$ cat config.mk
export PLATFORM = sky130hd
export DESIGN_NAME = serial_sub_amisha_flat
export DESIGN_NICKNAME = d
export VERILOG_FILES = /design/src/rtl/serial_sub_amisha_if.sv /design/src/rtl/serial_sub_amisha.sv /design/src/flat_wrapper.sv
export SDC_FILE = /design/constraint.sdc
export NUM_CORES = 1
export LEC_CHECK = 0
export CORE_AREA = 4 4 62 64
export DETAILED_ROUTE_END_ITERATION = 8
export DIE_AREA = 0 0 66 68
export GPL_TIMING_DRIVEN = 0
export PLACE_DENSITY = 0.82
export SLEW_MARGIN = 10
export SYNTH_ARGS = -nofsm -noshare
export SYNTH_HDL_FRONTEND = slang
export SYNTH_SLANG_ARGS = --single-unit
$ cat constraint.sdc
create_clock -name clk_amisha -period 3.45 [get_ports clk_amisha]
set_clock_uncertainty 0.2 [all_clocks]
set_input_delay 0.69 -clock clk_amisha [delete_from_list [all_inputs] [get_ports clk_amisha]]
set_output_delay 0.69 -clock clk_amisha [all_outputs]
set_load 0.02 [all_outputs]
$ cat src/rtl/serial_sub_amisha_if.sv
// Handshake and operand/result bundle for serial_sub_amisha.
// The master side (operand registers / bench) drives start and operands;
// the slave side (the subtractor) drives status and results.
// Handshake: start_amisha is a request that the subtractor samples only
// when it can accept (IDLE or DONE); busy_amisha marks the RUN window and
// done_amisha pulses for one cycle when diff/bout/v have just been updated.
interface serial_sub_amisha_if #(
    parameter int WIDTH = 8
);
    logic             start_amisha;
    logic [WIDTH-1:0] a_amisha;
    logic [WIDTH-1:0] b_amisha;
    logic             busy_amisha;
    logic             done_amisha;
    logic [WIDTH-1:0] diff_amisha;
    logic             bout_amisha;
    logic             v_amisha;
    // Debug view of the FSM state (0=IDLE, 1=RUN, 2=DONE)
    logic [1:0]       state_dbg;

    modport master (
        output start_amisha, a_amisha, b_amisha,
        input  busy_amisha, done_amisha, diff_amisha, bout_amisha, v_amisha,
        input  state_dbg
    );

    modport slave (
        input  start_amisha, a_amisha, b_amisha,
        output busy_amisha, done_amisha, diff_amisha, bout_amisha, v_amisha,
        output state_dbg
    );
endinterface

$ cat src/rtl/serial_sub_amisha.sv
// Nibble-serial subtractor: computes a - b over WIDTH bits, one 4-bit slice
// per clock, least-significant slice first, with a registered borrow chain.
// Results (diff, unsigned borrow, signed overflow) are loaded together after
// the last slice, so partial slices are never visible on the outputs.
// Optional feature macro: SUB_SAT_EN -- when defined, a final borrow forces
// diff to all-zero (unsigned floor saturation); bout and v are unaffected.
module serial_sub_amisha #(
    parameter int WIDTH = 8
) (
    input  logic                clk_amisha,
    input  logic                rst_n_amisha,
    serial_sub_amisha_if.slave  bus
);

    localparam int NIB = WIDTH / 4;
    localparam int CW  = (NIB > 1) ? $clog2(NIB) : 1;

    typedef enum logic [1:0] {
        S_IDLE = 2'd0,
        S_RUN  = 2'd1,
        S_DONE = 2'd2
    } state_t;

    state_t           state_q, state_d;
    logic [WIDTH-1:0] a_q, a_d;
    logic [WIDTH-1:0] b_q, b_d;
    logic [WIDTH-1:0] slices_q, slices_d;
    logic [CW-1:0]    cnt_q, cnt_d;
    logic             borrow_q, borrow_d;
    logic [WIDTH-1:0] diff_q, diff_d;
    logic             bout_q, bout_d;
    logic             v_q, v_d;

    logic [3:0]       a_nib;
    logic [3:0]       b_nib;
    logic [4:0]       sub5;
    logic [WIDTH-1:0] res_full;
    logic             last_slice;
    logic             can_accept;

    // Slice datapath: select the current nibble pair, subtract with borrow,
    // and form the full-width result with the fresh slice merged in.
    always_comb begin
        a_nib    = 4'h0;
        b_nib    = 4'h0;
        res_full = slices_q;
        for (int i = 0; i < NIB; i++) begin
            if (cnt_q == CW'(i)) begin
                a_nib = a_q[4*i +: 4];
                b_nib = b_q[4*i +: 4];
            end
        end
        sub5 = {1'b0, a_nib} - {1'b0, b_nib} - {4'b0000, borrow_q};
        for (int i = 0; i < NIB; i++) begin
            if (cnt_q == CW'(i)) begin
                res_full[4*i +: 4] = sub5[3:0];
            end
        end
    end

    assign last_slice = (cnt_q == CW'(NIB - 1));
    assign can_accept = bus.start_amisha && (state_q != S_RUN);

    // Next-state and register-update logic for the IDLE/RUN/DONE sequencer.
    always_comb begin
        state_d  = state_q;
        a_d      = a_q;
        b_d      = b_q;
        slices_d = slices_q;
        cnt_d    = cnt_q;
        borrow_d = borrow_q;
        diff_d   = diff_q;
        bout_d   = bout_q;
        v_d      = v_q;

        case (state_q)
            S_IDLE, S_DONE: begin
                if (can_accept) begin
                    a_d      = bus.a_amisha;
                    b_d      = bus.b_amisha;
                    slices_d = '0;
                    cnt_d    = '0;
                    borrow_d = 1'b0;
                    state_d  = S_RUN;
                end else begin
                    state_d  = S_IDLE;
                end
            end
            S_RUN: begin
                slices_d = res_full;
                borrow_d = sub5[4];
                if (last_slice) begin
`ifdef SUB_SAT_EN
                    diff_d = sub5[4] ? '0 : res_full;
`else
                    diff_d = res_full;
`endif
                    bout_d  = sub5[4];
                    v_d     = (a_q[WIDTH-1] ^ b_q[WIDTH-1]) &
                              (res_full[WIDTH-1] ^ a_q[WIDTH-1]);
                    state_d = S_DONE;
                end else begin
                    cnt_d   = cnt_q + CW'(1);
                end
            end
            default: begin
                state_d = S_IDLE;
            end
        endcase
    end

    // State and datapath registers; reset aborts any operation in flight.
    always_ff @(posedge clk_amisha or negedge rst_n_amisha) begin
        if (!rst_n_amisha) begin
            state_q  <= S_IDLE;
            a_q      <= '0;
            b_q      <= '0;
            slices_q <= '0;
            cnt_q    <= '0;
            borrow_q <= 1'b0;
            diff_q   <= '0;
            bout_q   <= 1'b0;
            v_q      <= 1'b0;
        end else begin
            state_q  <= state_d;
            a_q      <= a_d;
            b_q      <= b_d;
            slices_q <= slices_d;
            cnt_q    <= cnt_d;
            borrow_q <= borrow_d;
            diff_q   <= diff_d;
            bout_q   <= bout_d;
            v_q      <= v_d;
        end
    end

    assign bus.busy_amisha = (state_q == S_RUN);
    assign bus.done_amisha = (state_q == S_DONE);
    assign bus.diff_amisha = diff_q;
    assign bus.bout_amisha = bout_q;
    assign bus.v_amisha    = v_q;
    assign bus.state_dbg   = state_q;

endmodule

$ cat src/flat_wrapper.sv
// flat-port wrapper written by rule: the top's interface ports become plain ports
module serial_sub_amisha_flat 
#(
    parameter int WIDTH = 8
)
  (clk_amisha, rst_n_amisha, bus_start_amisha, bus_a_amisha, bus_b_amisha, bus_busy_amisha, bus_done_amisha, bus_diff_amisha, bus_bout_amisha, bus_v_amisha, bus_state_dbg);
  serial_sub_amisha_if #(.WIDTH(WIDTH)) bus_i ();
  input  logic clk_amisha;
  input  logic rst_n_amisha;
  input wire logic [$bits(bus_i.start_amisha)-1:0] bus_start_amisha;
  input wire logic [$bits(bus_i.a_amisha)-1:0] bus_a_amisha;
  input wire logic [$bits(bus_i.b_amisha)-1:0] bus_b_amisha;
  output wire logic [$bits(bus_i.busy_amisha)-1:0] bus_busy_amisha;
  output wire logic [$bits(bus_i.done_amisha)-1:0] bus_done_amisha;
  output wire logic [$bits(bus_i.diff_amisha)-1:0] bus_diff_amisha;
  output wire logic [$bits(bus_i.bout_amisha)-1:0] bus_bout_amisha;
  output wire logic [$bits(bus_i.v_amisha)-1:0] bus_v_amisha;
  output wire logic [$bits(bus_i.state_dbg)-1:0] bus_state_dbg;
  assign bus_i.start_amisha = bus_start_amisha;
  assign bus_i.a_amisha = bus_a_amisha;
  assign bus_i.b_amisha = bus_b_amisha;
  assign bus_busy_amisha = bus_i.busy_amisha;
  assign bus_done_amisha = bus_i.done_amisha;
  assign bus_diff_amisha = bus_i.diff_amisha;
  assign bus_bout_amisha = bus_i.bout_amisha;
  assign bus_v_amisha = bus_i.v_amisha;
  assign bus_state_dbg = bus_i.state_dbg;
  serial_sub_amisha #(.WIDTH(WIDTH)) u_core (.clk_amisha(clk_amisha), .rst_n_amisha(rst_n_amisha), .bus(bus_i));
endmodule
======== Yosys cells after proc, flatten, opt, wreduce, memory -nomap -nowiden ========
Cells that the tools add are included.
storage, ports and cells
  register bits after elaboration ......... 38
  input bits .............................. 19
  output and inout port bits .............. 14
  word-level logic and storage cells ...... 40
cells by class
  add/sub/neg operators ................... 3
  equality and inequality tests ........... 5
  mux-type cells .......................... 13
  bitwise operators ....................... 3
  reductions and logical operators ........ 7
operators by type and width
  operator                                              number
  2-to-1 mux 4 bit                                      4
  one-hot mux 8 bit (2 select lines)                    1
  2-to-1 mux 8 bit                                      1
  != test 2 x 1 -> 1 bit (second input constant)        3
  AND reduction 2 bit                                   3
  subtractor 4 x 4 -> 5 bit                             1
  subtractor 5 x 1 -> 5 bit                             1
  one-hot mux 1 bit (2 select lines)                    2
  one-hot mux 2 bit (2 select lines)                    1
  2-to-1 mux 1 bit                                      3
  equality test 2 x 1 -> 1 bit (second input constant)  1
  equality test 2 bit (second input constant)           1
  logical NOT 2 bit                                     1
  2-to-1 mux 2 bit                                      1
  nonzero test 2 bit                                    1
  OR reduction 2 bit                                    1
  XOR 1 bit                                             2
  adder 1 bit (second input constant)                   1
  AND 1 bit                                             1
  logical AND 1 bit                                     1

======== Longest topological paths before layout ========
Gate-level depths: netlist of run 1.
  depth in word-level cells ............... 6
  depth in mapped cells ................... 9
  mapped depth without buffers ............ 8

======== Least setup slack after synthesis of run 1 ========
No wires, ideal clock.
  path type ............................... reg2reg
  start ................................... register u_core.cnt_q
  end ..................................... register u_core.v_q, in the netlist u_core.bus.v_amisha
  setup time .............................. 0.065 ns
  arrival time ............................ 2.483 ns
  required time ........................... 3.185 ns
  slack ................................... 0.702 ns
  cell stages (with the launch flop) ...... 9
  buffers on the path ..................... 1
  clock period less this slack ............ 2.748 ns
  cell sequence ........................... dfrtp_1 > buf_2 > mux2_2 > fa_1 > ha_1 > and2_1 > or3_4 > a2111oi_4 > a211o_1
on the way
  word-level cells in the longest chain between the ends .. 6
  elaborated cells on any way between the ends .. 8
  classes of those cells .................. add/sub: 2; mux: 3; bitwise: 2; reduce/logical: 1
RTL lines
  element                    RTL line                  source
  start, declared            serial_sub_amisha.sv:28   logic [CW-1:0] cnt_q, cnt_d;
  start signal, assigned     serial_sub_amisha.sv:129  cnt_q <= cnt_d;
  2-to-1 mux 4 bit           serial_sub_amisha.sv:48   if (cnt_q == CW'(i)) begin
  subtractor 4 x 4 -> 5 bit  serial_sub_amisha.sv:53   sub5 = {1'b0, a_nib} - {1'b0, b_nib} - {4'b0000, borrow_q};
  subtractor 5 x 1 -> 5 bit  serial_sub_amisha.sv:53
  2-to-1 mux 4 bit           serial_sub_amisha.sv:55   if (cnt_q == CW'(i)) begin
  XOR 1 bit                  serial_sub_amisha.sv:100  (res_full[WIDTH-1] ^ a_q[WIDTH-1]);
  AND 1 bit                  serial_sub_amisha.sv:99   v_d = (a_q[WIDTH-1] ^ b_q[WIDTH-1]) &
  end signal, assigned       serial_sub_amisha.sv:133  v_q <= v_d;
  end, declared              serial_sub_amisha.sv:32   logic v_q, v_d;
Several ways; a longest one is shown, not always the timed one.
A chain may end at the register's enable or synchronous reset.

======== Worst setup path after layout of run 1 ========
Ends and elaborated chain as after synthesis.

==> results of run 1 <==
## synth_stat cells, types with 2 or more instances
cell type  instances
nand2_1           67
dfrtp_1           34
inv_1              8
o21ai_0            8
clkbuf_1           5
nand3_1            5
ha_1               4
mux2_2             4
mux2i_1            4
nand2b_1           4
buf_2              3
o21ai_1            3
and3_1             2
fa_1               2
inv_2              2
nor2b_1            2
xnor2_1            2
## layout make-up
cell class / instances / area (um^2) / area share
Inverter: 10 / 37.5 / 0.0186
Tap cell: 46 / 57.6 / 0.0285
Clock buffer: 7 / 55.1 / 0.0273
Multi-Input combinational cell: 116 / 664 / 0.329
Clock inverter: 1 / 5.00 / 0.00248
Timing Repair Buffer: 32 / 315 / 0.156
Buffer: 8 / 33.8 / 0.0167
Sequential cell: 34 / 851 / 0.421
## worst max-delay path by stage
stage / cells after the start / startpoint / endpoint
finish: 8 / u_core.cnt_q / u_core.bus.v_amisha
global route: 8 / u_core.cnt_q / u_core.bus.v_amisha
floorplan: 8 / u_core.cnt_q / u_core.bus.v_amisha
detailed placement: 8 / u_core.cnt_q / u_core.bus.v_amisha
CTS: 8 / u_core.cnt_q / u_core.bus.v_amisha
global placement: 8 / u_core.cnt_q / u_core.bus.v_amisha
## metrics by stage
step                power, mW  area [um^2]  std cells  utilization
finish                   2.08         2020        254        0.615
global route             2.29         2020        254        0.615
CTS                      2.11         2020        254        0.615
detailed placement       1.87         1960        246        0.597
global placement         1.83         1960        246        0.598
floorplan                1.52         1590        168            -
## state kept, by name (all words and copies together) (netlist names)
name                    count
u_core.bus.bout_amisha      1
u_core.bus.v_amisha         1
u_core.bus.diff_amisha      8
u_core.borrow_q             1
u_core.cnt_q                1
u_core.a_q                  8
u_core.bus.state_dbg        2
u_core.b_q                  8
u_core.slices_q             4
## kinds of logic after synthesis
group / after synthesis / share of synthesized area
compound gates: 16 / 0.0726
mux: 8 / 0.0536
flops: 34 / 0.536
simple gates: 83 / 0.219
buf+inv: 18 / 0.0450
xor+xnor: 3 / 0.0166
fa+ha+maj: 6 / 0.0568
## power by group
part	switching (mW)	total (mW)	internal [mW]
Sequential	0.0950	0.666	0.571
Combinational	0.670	1.19	0.521
Clock	0.128	0.227	0.0986
## layer usage
metal | vias up | track usage | wire, um
met4 | 0 | 0.0863 | 70
met2 | 26 | 0.255 | 1400
met3 | 8 | 0.0427 | 148
li1 | 607 | - | -
met1 | 554 | 0.177 | 1320
met5 | - | 0 | 0
==> results.cfg, run 1 <==
[worst_setup_path]
path_cells = buf_2 -> mux2_2 -> fa_1 -> ha_1 -> and2_1 -> o21ai_0 -> a2111oi_4 -> a211o_1
ff2ff_path_depth = 8
criticalPathCategory = reg2reg
path_buf_inv = 1
reg2reg_to = u_core.bus.v_amisha
cp_data_arrival_time_ns = 2.93
cp-end-kind = flip-flop
cp.required_ns = 3.48
reg2reg_from = u_core.cnt_q
rrSetupSlack_ns = 0.55
cp_max_fo = 10
max_stage_delay_ns = 0.39
cpMaxStageDelayCell = fa_1
crit_family = compound AO/OA/AOI/OAI gates
crit_path_start_kind = flip-flop

[global_route]
antenna_found_initial = 0
grt_start_max_net_pins = 35
gr-total-overflow = 0
track_usage = 0.153
grt_pass1_vias = 1162
grt_pass1_wl_um = 5060

[sta]
slew_violations = 0
relSlewSlack = 0.514
tns_ns = 0
setup-violations-final = 0
max_clock_freq_ghz = 0.345
holdWs_ns = 0.200
fin_crit_sh = 0.841
layout_min_cycle_time_ns = 2.90
hold_viol = 0
fin_ws_ns = 0.548
rsz0062_at_grt = no
tightest_slew_ns = 0.729

[detailed_routing]
drt_pass1_iterations = 4
dr_total_vias = 1195
drt_wl_total_um = 2940
wl_per_cell_um = 11.6
route.detailed.drc = 0
drt_iter0_drc = 69
antenna_left = 0
vias_per_cell = 4.70

[yosys]
syn_inst = 168
avgSynthCellArea_um2 = 9.44
synthTopCellsByArea = dfrtp_1, nand2_1, ha_1
seq_area_frac_synth = 0.536
netlist_area_mm2 = 0.00159
yosysTopAreaCellShare = 0.536
ys_types = 26
syn_nets = 193
synth_seq_cells = 34
ys.warnings.count = 0
synth_ff_type = dfrtp_1
synth_top_cell_by_area = dfrtp_1
async_flop_share = 1.00
synth_edf_count = 0

[status]
status = finished, final reports clean

[clock_network]
root_buffer = clkbuf_4
clock_sinks = 34
postCtsHoldBufs = 0
tritoncts = built
clk_path_buf_depth = 2
post_cts_resized = 0
clkTransAtPathRegs_ns = 0.10
h-tree-depth = 2
post_cts_buffers = 0
cts_buffers = 5
clk_latency_ns = 0.34

[die]
dieArea_mm2 = 0.00449
coreArea_mm2 = 0.00328
ioPinCount = 33
initial_utilization = 0.483
rows = 21
die_x_um = 66
dieHeight_um = 68

[layout]
num_antenna_cells = 0
drive_above_1_share = 0.0962
final_common_cell = nand2_1
final_nets = 232
n_fill_cell = 294
final_cell_mix = nand2_1, dfrtp_1, clkdlybuf4s50_1
syn2layout_area_growth_pct = 27.3

[placement]
dp_slack_ns = 0.574
port_buffers = 32
place.gp.congestion = 0.858
hpwlAfterDp_um = 2210

[power_and_ir_drop]
power.density_mw_per_mm2 = 1030
vdd_drop_max_uv = 479
leakage_nw = 1.01

[min_path]
min_path_type = in2async

[run]
cap_violations = 0
(Power assumes the default switching activity.)
==> run 2, diff against run 1 <==
CORE_AREA = 4 4 65 67   (was 4 4 62 64)
DIE_AREA = 0 0 69 71   (was 0 0 66 68)
PLACE_DENSITY = 0.78   (was 0.82)
clock period = 2.4 ns   (was 3.45 ns; I/O delays follow)
==> results.cfg, run 2 (synthesis results as in run 1) <==
[status]
status = complete, but fails checks
violations = negative setup slack

[power_and_ir_drop]
power.density_mw_per_mm2 = 1620
finalPower_mw = 3.48
power.switching_mw = 1.39
combPwrFrac = 0.579
vdd_drop_max_uv = 631
clkPwrFrac = 0.146
swShare = 0.400
internal_power_mw = 2.09
seqPwrFrac = 0.276
leakage_nw = 1.07

[run]
cap_violations = 0

[placement]
place_inst = 248
dpl_cell_area_mm2 = 0.00199
port_buffers = 32
hpwlAfterDp_um = 2310
dp_slack_ns = -0.295
place.gp.congestion = 0.857

[die]
initial_utilization = 0.437
dieArea_mm2 = 0.00490
die_x_um = 69
coreArea_mm2 = 0.00363
rows = 22
dieHeight_um = 71
ioPinCount = 33

[clock_network]
h-tree-depth = 2
cts_buffers = 5
postCtsHoldBufs = 0
root_buffer = clkbuf_8
tritoncts = built
clk_latency_ns = 0.29
clkTransAtPathRegs_ns = 0.07
clk_path_buf_depth = 2
clock_sinks = 34

[worst_setup_path]
cp.required_ns = 2.37
cp_data_arrival_time_ns = 2.60
cp_max_fo = 7
crit_path_start_kind = flip-flop
cp-end-kind = flip-flop
criticalPathCategory = reg2reg

[global_route]
grt_pass1_vias = 1218
grt_start_max_net_pins = 35
grt_pass1_wl_um = 5290
gr-total-overflow = 0
antenna_found_initial = 0
track_usage = 0.137

[sta]
setup-violations-final = 1
hold_viol = 0
layout_min_cycle_time_ns = 2.64
fin_ws_ns = -0.237
tightest_slew_ns = 0.743
relSlewSlack = 0.505
rsz0062_at_grt = yes
max_clock_freq_ghz = 0.379
fin_crit_sh = 1.10
slew_violations = 0

[layout]
fin_cells = 259
num_antenna_cells = 0
drive_above_1_share = 0.142
final_common_cell = nand2_1
final_nets = 235
fin_area_mm2 = 0.00215
final_cell_mix = nand2_1, dfrtp_1, clkdlybuf4s50_1
postLayoutCoreUtil = 0.591
syn2layout_area_growth_pct = 35.4

[detailed_routing]
antenna_left = 0
route.detailed.drc = 0
top_layer_used = met4
dr_total_vias = 1212
wl_met2_um = 1450
vias_per_cell = 4.68
wl_met1_um = 1340
wl_met3_um = 182
wl_per_cell_um = 11.8
drt_iter0_drc = 72
drt_pass1_iterations = 4
drt_wl_total_um = 3050

[min_path]
min_path_type = in2async
[run 2: cell types whose count changed in the layout (fill, tap and decap cells not counted), sizes merged]
cell / before / now
buf: 4 / 7
bufinv: 0 / 1
clkinv: 1 / 2
clkbuf: 12 / 10
[run 2: power by group through the flow]
stage	Combinational [mW]	Sequential, mW	Clock, mW
floorplan	1.21	1.04	0
global placement	1.74	0.961	0
detailed placement	1.80	0.973	0
CTS	1.89	0.963	0.518
global route	2.22	0.997	0.545
finish	2.01	0.960	0.506
[run 2: worst paths after layout]
kind	from	end	slack, ns	cells past startpoint
max	u_core.cnt_q	u_core.bus.v_amisha	-0.24	8
min reg2reg	u_core.slices_q[2]	u_core.bus.diff_amisha[2]	0.27	2
min	rst_n_amisha	u_core.bus.diff_amisha[0]	0.05	1
max reg2reg	u_core.cnt_q	u_core.bus.v_amisha	-0.24	8
max in group asynchronous	rst_n_amisha	u_core.a_q[7]	1.47	1
min in group clk_amisha	u_core.slices_q[2]	u_core.bus.diff_amisha[2]	0.27	2
[run 2: final cells by class]
| type | instances | area, um^2 |
|---|---|---|
| clock inverter | 3 | 40.0 |
| tap | 48 | 60.1 |
| clock buffer | 5 | 68.8 |
| buffer | 8 | 40.0 |
| sequential | 34 | 851 |
| multi-input combinational | 116 | 713 |
| timing repair buffer | 35 | 338 |
| inverter | 10 | 37.5 |
| fill | 317 | 1490 |
[run 2: metrics by stage]
stage,hold WS [ns],setup TNS [ns]
6_report,0.0520,-0.237
5_1_grt,0.119,-0.506
4_1_cts,0.0776,-0.284
3_5_place_dp,0.262,-0.295
3_3_place_gp,0.249,-0.737
2_1_floorplan,-0.0156,-0.188
[run 2: repair_timing]
item / CTS / global route
pin swaps: 0 / 2
buffers inserted: 3 / 0
setup endpoints to repair: 1 / 6
resized for setup: 1 / 4
[run 2: metal layers]
| layer | GRT usage | up-vias |
|---|---|---|
| met5 | 0 | - |
| met4 | 0.0651 | 0 |
| met3 | 0.0526 | 8 |
| met2 | 0.231 | 34 |
| met1 | 0.153 | 553 |
| li1 | - | 617 |
[run 2: critical path, stage by stage (launching register included)]
cell and delay, ns:
dfrtp_1 0.39, buf_6 0.14, mux2_4 0.31, fa_2 0.37
ha_4 0.23, and2_4 0.14, or3_4 0.35, and3_1 0.17
a211o_1 0.22
==> run 3, diff against run 2 <==
ABC_CLOCK_PERIOD_IN_PS = 2400   (was unset)
==> results of run 3 <==
Final layout, timing and power as in run 2 (identical DEF).
